[config.mk]
export PLATFORM = sky130hd
export DESIGN_NAME = line_scan_sequencer_flat
export DESIGN_NICKNAME = d
export VERILOG_FILES = /design/src/rtl/line_scan_sequencer_if.sv /design/src/rtl/line_scan_sequencer.sv /design/src/flat_wrapper.sv
export SDC_FILE = /design/constraint.sdc
export NUM_CORES = 1
export LEC_CHECK = 0
export CAP_MARGIN = 20
export CORE_MARGIN = 5
export CORE_UTILIZATION = 43
export CTS_CLUSTER_DIAMETER = 200
export DETAILED_ROUTE_END_ITERATION = 12
export PLACE_DENSITY_LB_ADDON = 0.12
export SLEW_MARGIN = 0
export SYNTH_ARGS = -nofsm -noshare
export SYNTH_HDL_FRONTEND = slang
export SYNTH_SLANG_ARGS = --single-unit
[constraint.sdc]
create_clock -name clk_20M -period 2.9 [get_ports clk_20M]
set_input_delay 0.58 -clock clk_20M [delete_from_list [all_inputs] [get_ports clk_20M]]
set_output_delay 0.58 -clock clk_20M [all_outputs]
set_load 0.02 [all_outputs]
[src/rtl/line_scan_sequencer_if.sv]
// ADC handshake and pixel stream bundle for the line-scan sequencer.
// master = sequencer side, slave = ADC control / pixel consumer side.
interface line_scan_sequencer_if #(
    parameter int unsigned IDX_W = 8
);
    logic             adc_start;
    logic             adc_done;
    logic [11:0]      adc_data1;
    logic [11:0]      adc_data2;
    logic             pixel_valid;
    logic [IDX_W-1:0] pixel_index;
    logic [11:0]      pixel_data1;
    logic [11:0]      pixel_data2;

    modport master (
        output adc_start,
        input  adc_done,
        input  adc_data1,
        input  adc_data2,
        output pixel_valid,
        output pixel_index,
        output pixel_data1,
        output pixel_data2
    );

    modport slave (
        input  adc_start,
        output adc_done,
        output adc_data1,
        output adc_data2,
        input  pixel_valid,
        input  pixel_index,
        input  pixel_data1,
        input  pixel_data2
    );
endinterface

[src/rtl/line_scan_sequencer.sv]
// Line-scan sensor frame sequencer: SI / sensor clock generation, one ADC conversion
// per pixel, indexed pixel stream and a programmable integration gap between frames.
module line_scan_sequencer #(
    parameter int unsigned NUM_PIXELS  = 128,
    parameter int unsigned HALF_PERIOD = 10,
    parameter int unsigned ADC_TIMEOUT = 64,
    parameter int unsigned IDX_W       = 8
) (
    input  logic                         clk_20M,
    input  logic                         reset,
    input  logic                         start,
    input  logic                         continuous,
    input  logic [15:0]                  exposure_cycles,
    line_scan_sequencer_if.master        bus,
    output logic                         SI,
    output logic                         sensor_clk_int,
    output logic                         frame_done,
    output logic                         busy,
    output logic                         adc_timeout
);
    localparam int unsigned PhaseW = (HALF_PERIOD > 1) ? $clog2(HALF_PERIOD) : 1;
    localparam int unsigned ConvW  = $clog2(ADC_TIMEOUT + 1);
    localparam logic [PhaseW-1:0] PhaseLast = PhaseW'(HALF_PERIOD - 1);
    localparam logic [IDX_W-1:0]  LastPix   = IDX_W'(NUM_PIXELS - 1);
    localparam logic [ConvW-1:0]  ConvLimit = ConvW'(ADC_TIMEOUT);

    typedef enum logic [3:0] {
        StIdle, StSiLow, StSiHigh, StPixLow, StPixConv, StPixHigh, StTermHigh, StTermLow, StExpose
    } state_e;

    state_e            state_q, state_d, gap_next;
    logic [PhaseW-1:0] phase_q, phase_d;
    logic [IDX_W-1:0]  pix_cnt_q, idx_q;
    logic [ConvW-1:0]  conv_cnt_q;
    logic              conv_pend_q;
    logic [15:0]       exp_q;
    logic [16:0]       exp_cnt_q;
    logic              sclk_q, si_q, pv_q, tmo_q;
    logic [11:0]       data1_q, data2_q;
    logic              phase_end, conv_hit, conv_tmo, conv_ok;
    logic              adc_start_int;

    // State register
    always_ff @(posedge clk_20M) begin
        if (!reset) begin
            state_q <= StIdle;
        end else begin
            state_q <= state_d;
        end
    end

    // Next state and phase counter
    always_comb begin
        phase_end = (phase_q == PhaseLast);
        conv_hit  = conv_pend_q && bus.adc_done;
        conv_tmo  = conv_pend_q && !bus.adc_done && (conv_cnt_q == ConvLimit);
        conv_ok   = !conv_pend_q || conv_hit || conv_tmo;
        gap_next  = continuous ? StSiLow : StIdle;
        state_d   = state_q;
        unique case (state_q)
            StIdle:     if (start) state_d = StSiLow;
            StSiLow:    if (phase_end) state_d = StSiHigh;
            StSiHigh:   if (phase_end) state_d = StPixLow;
            StPixLow:   state_d = StPixConv;
            // The last converted pixel is followed by the terminating clock, not a pixel clock.
            StPixConv:  if (phase_end && conv_ok) begin
                            state_d = (pix_cnt_q == LastPix) ? StTermHigh : StPixHigh;
                        end
            StPixHigh:  if (phase_end) state_d = StPixLow;
            StTermHigh: if (phase_end) state_d = StTermLow;
            StTermLow:  if (phase_end) state_d = (exp_q == '0) ? gap_next : StExpose;
            StExpose:   if (phase_end && exp_cnt_q == '0) state_d = gap_next;
            default:    state_d = StIdle;
        endcase

        phase_d = phase_q;
        if (state_q == StIdle) begin
            phase_d = '0;
        end else if (state_q == StPixConv) begin
            // Low phase stretches while a conversion is still outstanding.
            if (state_d != StPixConv)  phase_d = '0;
            else if (!phase_end)       phase_d = phase_q + PhaseW'(1);
        end else begin
            phase_d = phase_end ? '0 : phase_q + PhaseW'(1);
        end
    end

    // Outputs
    always_comb begin
        busy           = (state_q != StIdle);
        adc_start_int  = (state_q == StPixLow);
        frame_done     = (state_q == StTermLow) && phase_end;
        SI             = si_q;
        sensor_clk_int = sclk_q;
        adc_timeout    = tmo_q;
    end

    assign bus.adc_start   = adc_start_int;
    assign bus.pixel_valid = pv_q;
    assign bus.pixel_index = idx_q;
    assign bus.pixel_data1 = data1_q;
    assign bus.pixel_data2 = data2_q;

    // Datapath
    always_ff @(posedge clk_20M) begin
        if (!reset) begin
            phase_q     <= '0;
            pix_cnt_q   <= '0;
            conv_cnt_q  <= '0;
            conv_pend_q <= 1'b0;
            exp_q       <= '0;
            exp_cnt_q   <= '0;
            sclk_q      <= 1'b0;
            si_q        <= 1'b0;
            pv_q        <= 1'b0;
            idx_q       <= '0;
            data1_q     <= '0;
            data2_q     <= '0;
            tmo_q       <= 1'b0;
        end else begin
            phase_q <= phase_d;
            sclk_q  <= state_d inside {StSiHigh, StPixHigh, StTermHigh};
            si_q    <= state_d inside {StSiLow, StSiHigh};
            pv_q    <= conv_hit || conv_tmo;
            if (conv_hit || conv_tmo) begin
                idx_q   <= pix_cnt_q;
                data1_q <= conv_hit ? bus.adc_data1 : 12'd0;
                data2_q <= conv_hit ? bus.adc_data2 : 12'd0;
            end
            if (conv_tmo) tmo_q <= 1'b1;

            if (state_q == StPixLow) begin
                conv_pend_q <= 1'b1;
                conv_cnt_q  <= ConvW'(1);
            end else if (conv_hit || conv_tmo) begin
                conv_pend_q <= 1'b0;
            end else if (conv_pend_q) begin
                conv_cnt_q <= conv_cnt_q + ConvW'(1);
            end

            if (state_d == StSiLow && state_q != StSiLow) begin
                exp_q     <= exposure_cycles;
                pix_cnt_q <= '0;
            end else if (state_q == StPixConv && state_d != StPixConv) begin
                pix_cnt_q <= pix_cnt_q + IDX_W'(1);
            end

            // Gap counted in half periods; remaining-minus-one so zero marks the last phase.
            if (state_d == StExpose && state_q != StExpose) begin
                exp_cnt_q <= {exp_q, 1'b0} - 17'd1;
            end else if (state_q == StExpose && phase_end && exp_cnt_q != '0) begin
                exp_cnt_q <= exp_cnt_q - 17'd1;
            end
        end
    end
endmodule

[src/flat_wrapper.sv]
// flat-port wrapper written by rule: the top's interface ports become plain ports
module line_scan_sequencer_flat 
#(
    parameter int unsigned NUM_PIXELS  = 128,
    parameter int unsigned HALF_PERIOD = 10,
    parameter int unsigned ADC_TIMEOUT = 64,
    parameter int unsigned IDX_W       = 8
)
  (clk_20M, reset, start, continuous, exposure_cycles, SI, sensor_clk_int, frame_done, busy, adc_timeout, bus_adc_start, bus_adc_done, bus_adc_data1, bus_adc_data2, bus_pixel_valid, bus_pixel_index, bus_pixel_data1, bus_pixel_data2);
  line_scan_sequencer_if #(.IDX_W(IDX_W)) bus_i ();
  input  logic clk_20M;
  input  logic reset;
  input  logic start;
  input  logic continuous;
  input  logic [15:0] exposure_cycles;
  output logic SI;
  output logic sensor_clk_int;
  output logic frame_done;
  output logic busy;
  output logic adc_timeout;
  output wire logic [$bits(bus_i.adc_start)-1:0] bus_adc_start;
  input wire logic [$bits(bus_i.adc_done)-1:0] bus_adc_done;
  input wire logic [$bits(bus_i.adc_data1)-1:0] bus_adc_data1;
  input wire logic [$bits(bus_i.adc_data2)-1:0] bus_adc_data2;
  output wire logic [$bits(bus_i.pixel_valid)-1:0] bus_pixel_valid;
  output wire logic [$bits(bus_i.pixel_index)-1:0] bus_pixel_index;
  output wire logic [$bits(bus_i.pixel_data1)-1:0] bus_pixel_data1;
  output wire logic [$bits(bus_i.pixel_data2)-1:0] bus_pixel_data2;
  assign bus_adc_start = bus_i.adc_start;
  assign bus_i.adc_done = bus_adc_done;
  assign bus_i.adc_data1 = bus_adc_data1;
  assign bus_i.adc_data2 = bus_adc_data2;
  assign bus_pixel_valid = bus_i.pixel_valid;
  assign bus_pixel_index = bus_i.pixel_index;
  assign bus_pixel_data1 = bus_i.pixel_data1;
  assign bus_pixel_data2 = bus_i.pixel_data2;
  line_scan_sequencer #(.NUM_PIXELS(NUM_PIXELS), .HALF_PERIOD(HALF_PERIOD), .ADC_TIMEOUT(ADC_TIMEOUT), .IDX_W(IDX_W)) u_core (.clk_20M(clk_20M), .reset(reset), .start(start), .continuous(continuous), .exposure_cycles(exposure_cycles), .bus(bus_i), .SI(SI), .sensor_clk_int(sensor_clk_int), .frame_done(frame_done), .busy(busy), .adc_timeout(adc_timeout));
endmodule
Word level (Yosys, flattened, before mapping)
Cells that the tools add are included.

Register bits: 93. Input port bits: 45. Output and inout bits: 39. Word-level logic and storage cells: 99.

$add $sub $neg: 5. Equal/unequal tests: 21. Mux-type cells: 24. Bitwise logic cells: 2. Reduce and logical (&&, ||, !) cells: 32.

Operators with widths (count): 2-to-1 mux 4 bit (12); 2-to-1 mux 17 bit (2); subtractor 17 x 1 -> 17 bit (second input constant) (2); one-hot mux 4 bit (8 select lines) (1); == test 4 x 3 -> 1 bit (second input constant) (6); 2-to-1 mux 12 bit (2); zero test 17 bit (1); nonzero test 17 bit (1); zero test 16 bit (1); == test 4 x 2 -> 1 bit (second input constant) (3); == test 4 bit (second input constant) (3); logical AND 1 bit (11); adder 8 x 1 -> 8 bit (second input constant) (1); == test 4 x 1 -> 1 bit (second input constant) (2); == test 8 x 7 -> 1 bit (second input constant) (1); nonzero test 2 bit (4); OR reduction 2 bit (4); adder 7 x 1 -> 7 bit (second input constant) (1); == test 7 bit (second input constant) (1); 2-to-1 mux 1 bit (6); adder 4 x 1 -> 4 bit (second input constant) (1); zero test 4 bit (1); != test 4 x 1 -> 1 bit (second input constant) (1); != test 4 x 3 -> 1 bit (second input constant) (1); other kinds (10) (15).

Longest topological paths before layout
Depth in word-level cells: 10. Gate-level depth with buffers: 9. Gate-level depth less buffers: 7.

Worst setup path after synthesis
No wires, ideal clock.

Kind: flip-flop to flip-flop. Start: register u_core.exp_q[12]. End: register u_core.sclk_q (netlist: u_core.sensor_clk_int). Setup time: 0.121 ns. Data arrival time: 2.064 ns. Required time: 2.779 ns. Path slack: 0.715 ns. Stages on the path, launching flop included: 7. Buffers on the path: 1. Clock period less this slack: 2.185 ns. Path through: dfxtp_1 buf_6 or4_4 or3_1 o32a_2 o211ai_1 mux2_2.

Cells in the longest elaborated chain, start to end: 6. Elaborated cells on any way between the ends: 8. Those cells by class: eq/ne (3); mux (3); reduce/logical (2).

Ends and longest elaborated chain: start, declared (RTL line line_scan_sequencer.sv:36) `logic [15:0] exp_q;`; start signal, assigned (RTL line line_scan_sequencer.sv:142) `exp_q <= exposure_cycles;`; zero test 16 bit * (RTL line line_scan_sequencer.sv:71) `StTermLow: if (phase_end) state_d = (exp_q == '0) ? gap_next : StExpose;`; 2-to-1 mux 4 bit * (2 in series) (RTL line line_scan_sequencer.sv:71); one-hot mux 4 bit (8 select lines) * (RTL line line_scan_sequencer.sv:60) `unique case (state_q)`; == test 4 x 2 -> 1 bit / == test 4 x 3 -> 1 bit (equally long branches) (RTL line line_scan_sequencer.sv:122) `sclk_q <= state_d inside {StSiHigh, StPixHigh, StTermHigh};`; nonzero test 3 bit * (RTL line line_scan_sequencer.sv:122); end signal, assigned (RTL line line_scan_sequencer.sv:122); end, declared (RTL line line_scan_sequencer.sv:38) `logic sclk_q, si_q, pv_q, tmo_q;`.

Every way passes the cells marked *; elsewhere a longest branch is shown, timed or not. A chain may end at the register's enable or synchronous reset.

Worst setup path after layout
Start: register u_core.phase_q[0]. End: output frame_done.

Cells in the longest elaborated chain, start to end: 2.

Ends and longest elaborated chain: start, declared (RTL line line_scan_sequencer.sv:32) `logic [PhaseW-1:0] phase_q, phase_d;`; start signal, assigned (RTL line line_scan_sequencer.sv:121) `phase_q <= phase_d;`; == test 4 bit (RTL line line_scan_sequencer.sv:54) `phase_end = (phase_q == PhaseLast);`; logical AND 1 bit (RTL line line_scan_sequencer.sv:92) `frame_done = (state_q == StTermLow) && phase_end;`; end, declared (RTL line flat_wrapper.sv:18) `output logic frame_done;`.

No other way between the ends.

==> implementation parameters <==
Parameter                              Value

Synthesis
  Avg Inst Size Synth ... 8.724 sq um
  Mapped Area ... 4423 sq um
  Library cells used by synthesis ... 65
  Post-synth EDFFs ... 0
  Flip-flop and latch count after synthesis ... 93
  Share of synthesized flip-flops with an asynchronous set or reset ... 0%
  Syn Inst Count ... 507
  Post-Synthesis Net Count ... 560
  Top area cells in the synthesized netlist ... sky130_fd_sc_hd__dfxtp_1, sky130_fd_sc_hd__nand2_1, sky130_fd_sc_hd__a22oi_1, sky130_fd_sc_hd__nor2_1, sky130_fd_sc_hd__mux2i_1
  Portion of synthesized cell area occupied by the leading cell type ... 42.09%
  Warnings, synthesis ... 0
  Sequential-to-total area share from yosys stat ... 42.09%
  Dominant cell type by area after synthesis ... sky130_fd_sc_hd__dfxtp_1
  Main synth FF type ... sky130_fd_sc_hd__dfxtp_1

Clocking
  Maximum count of clock buffers along a single path ... 2
  Clock tree from TritonCTS ... built
  Post-cts hold buffer count ... 0
  Clock transition time at the flip-flop clock pins of the worst setup and hold paths ... 0.09 ns
  H-tree depth ... 3
  Clock network latency to the later pin of the worst-skew pair ... 0.37 ns
  Number of sinks driven by the clock tree ... 93
  Root buffer selected by CTS ... sky130_fd_sc_hd__clkbuf_8
  Num CTS Buffers ... 9

STA
  Setup repair after global routing missed its margin ... no
  Maximum frequency from static timing analysis ... 372.9 MHz
  Setup TNS Final ... 0 ns
  Final count of hold timing violations ... 0
  Share of the clock period used by the worst path after layout ... 92.46%
  Number of endpoints failing setup at the final stage ... 0
  Final critical path time including I/O delays and setup ... 2.681 ns
  Clock Skews ... 0.01051 ns
  Actual transition at the worst max-transition pin ... 0.6356 ns
  Worst rel slew slack ... 57.55%
  Max-slew violation count ... 0

Route
  Wire length reported by the detailed router ... 10.72 mm
  Overall via count from detail_route ... 3930
  DRC violations left ... 0
  First-iteration detailed-routing DRC count ... 183
  Via density per instance ... 5.413
  Average routed wire per standard cell ... 14.77 um
  Number of nets with antenna violations after detailed routing ... 0
  DRT Pass-1 Iters ... 4

Worst hold path
  Worst hold stages ... 2
  Worst hold endpoint ... u_core.bus.pixel_index[0]$_SDFFE_PN0P_
  Worst hold path type ... flip-flop to flip-flop
  Worst Min Path Start ... u_core.bus.pixel_index[0]$_SDFFE_PN0P_

Global routing
  Via count of the first global-routing pass ... 3879
  Congestion Overflow GR ... 0
  Total routing resource utilization after global routing ... 17.48%
  Maximum number of pins on one net before global-route repair ... 43
  Number of antenna violations at the first check in global routing ... 0
  Wire length of the first global-routing pass ... 18.46 mm

Placed design
  Post-DP HPWL ... 7.634 mm
  RD Place Congestion ... 0.8372
  Instance count after placement with tap cells included ... 710
  Number of input and output port buffers inserted ... 83

Power and ir drop
  PD cells ... 455.0 nW/um^2
  Sequential fraction of design power ... 52.5%
  Power Internal ... 1.889 mW
  Clock share of power ... 35.0%
  Worst-case vdd ir drop ... 0.2384 mV
  Leak ... 2.013 nW
  Net switching power figure ... 649.1 uW
  Logic gate share of total power ... 12.5%
  Switching power share of the total ... 25.57%

Critical path
  Critical Path RT ... 2.32 ns
  Peak fanout along the critical path ... 5
  Crit end category ... output port
  Setup slack, reg-to-reg ... 0.45 ns
  Type of the setup path with the least slack ... flip-flop to output port
  RR Startpoint ... u_core.exp_q[0]$_SDFFE_PN0P_
  CP Data Arrival Time ... 2.10 ns
  Category of the worst setup path launch point ... flip-flop
  Startpoint of the worst setup timing path ... u_core.phase_q[0]$_SDFFE_PP0P_
  Reg-to-reg endpoint ... u_core.sensor_clk_int$_SDFF_PN0_
  Number of cells traversed by the worst register-to-register path ... 7

Final layout
  Highest-count cells in the layout ignoring fill and taps ... sky130_fd_sc_hd__dfxtp_1, sky130_fd_sc_hd__clkdlybuf4s50_1, sky130_fd_sc_hd__nand2_1
  Area added between synthesis and finish ... 26.11%
  Final standard cell count with taps included and fillers excluded ... 726
  Net total in the final layout ... 638
  Antenna diode count ... 0
  Most common cell after layout, fill and taps aside ... sky130_fd_sc_hd__dfxtp_1
  Share of cells above drive strength 1 ... 7.458%

Floorplan
  Placement row count ... 37
  Effective utilization at floorplan ... 43.43%
  Top-level I/O count ... 84
  Full die area ... 12410 sq um
  Floorplan Core Area ... 10180 sq um
  Die Span Y ... 111.4 um
  Die Span X ... 111.4 um

Outcome
  Status ... finished clean

Flow run
  Max-cap check violation count ... 0
-- synth_stat cells, drive strengths merged, types with 2 or more instances --
master and n:
a211oi 2, a21oi 30, a221oi 6, a22oi 25
a311oi 2, a31oi 4, and2 5, and3 5
and4 3, buf 5, clkbuf 22, dfxtp 93
ha 8, inv 13, mux2i 18, nand2 68
nand2b 2, nand3 9, nand3b 2, nand4 9
nand4b 6, nor2 49, nor2b 3, nor3 17
nor4 10, nor4b 3, o211a 2, o211ai 3
o21a 2, o21ai 13, o311ai 2, o31a 7
o31ai 5, or3 9, xnor2 12, xor2 14
-- cells by family (layout without fill, tap and decap cells) --
| family | after synthesis | after routing | share of synthesized area [%] |
|---|---|---|---|
| buf+inv | 41 | 124 | 4.583 |
| mux | 19 | 19 | 4.328 |
| xor+xnor | 26 | 26 | 5.149 |
| fa+ha+maj | 8 | 8 | 2.263 |
| flops | 93 | 93 | 42.09 |
| simple gates | 205 | 205 | 22.77 |
| compound gates | 115 | 115 | 18.81 |
-- state kept, by name (all words and copies together), names as in the netlist, 4 cells and up --
signal and flops:
u_core.bus.pixel_data1 12, u_core.bus.pixel_data2 12, u_core.bus.pixel_index 8, u_core.conv_cnt_q 7
u_core.exp_cnt_q 17, u_core.exp_q 16, u_core.phase_q 4, u_core.pix_cnt_q 8
u_core.state_q 4
-- per-layer routing --
layer | vias to the layer above | track usage, % | share of wire [%]
met5 | - | 0 | 0
met2 | 94 | 26.34 | 43
li1 | 1990 | - | -
met4 | 0 | 4.785 | 1.0
met1 | 1837 | 23.40 | 49
met3 | 9 | 6.793 | 7.3
-- worst max-delay path: stages, from the launching register on --
cell and delay [ns]:
sky130_fd_sc_hd__dfxtp_1 0.41, sky130_fd_sc_hd__ha_1 0.23, sky130_fd_sc_hd__nand3b_1 0.19, sky130_fd_sc_hd__nor2_2 0.26, sky130_fd_sc_hd__clkdlybuf4s50_1 0.64
-- timing repair --
item / 4_1_cts / 5_1_grt
setup buffers: 0 / 0
resized for setup: 0 / 1
endpoints found under the setup margin: 0 / 1
-- area by class of cell --
type,count,area (sq um)
tap,136,170.2
clock inverter,5,57.56
clock buffer,11,141.4
multi-input combinational,373,2365
timing repair buffer,95,933.4
sequential,93,1862
fill,979,4607
inverter,13,48.80
-- power by group through the flow --
stage	Sequential, mW	Clock [mW]	Combinational [mW]
2_1_floorplan	1.35	0	0.211
6_report	1.33	0.889	0.317
5_1_grt	1.34	0.981	0.353
3_5_place_dp	1.36	0	0.318
4_1_cts	1.33	0.920	0.320
3_3_place_gp	1.36	0	0.315
-- stage by stage --
step	area (sq um)	worst slack, ns	total power, mW	util (%)	hold slack, ns
after floorplan	4423	0.7154	1.562	-	0.4522
final	5578	0.2186	2.538	54.77	0.4597
after CTS	5575	0.1083	2.572	54.74	0.4633
after global routing	5578	0.05452	2.671	54.77	0.4879
after global placement	5376	0.4566	1.674	52.79	0.4467
after detailed placement	5376	0.4638	1.680	52.79	0.4485
-- worst max path at each step --
| stage | end | depth (start not counted) |
|---|---|---|
| global route | frame_done | 4 |
| global placement | u_core.sensor_clk_int$_SDFF_PN0_ | 6 |
| CTS | frame_done | 4 |
| finish | frame_done | 4 |
| floorplan | u_core.sensor_clk_int$_SDFF_PN0_ | 6 |
| detailed placement | u_core.sensor_clk_int$_SDFF_PN0_ | 6 |
(Power assumes the default switching activity.)
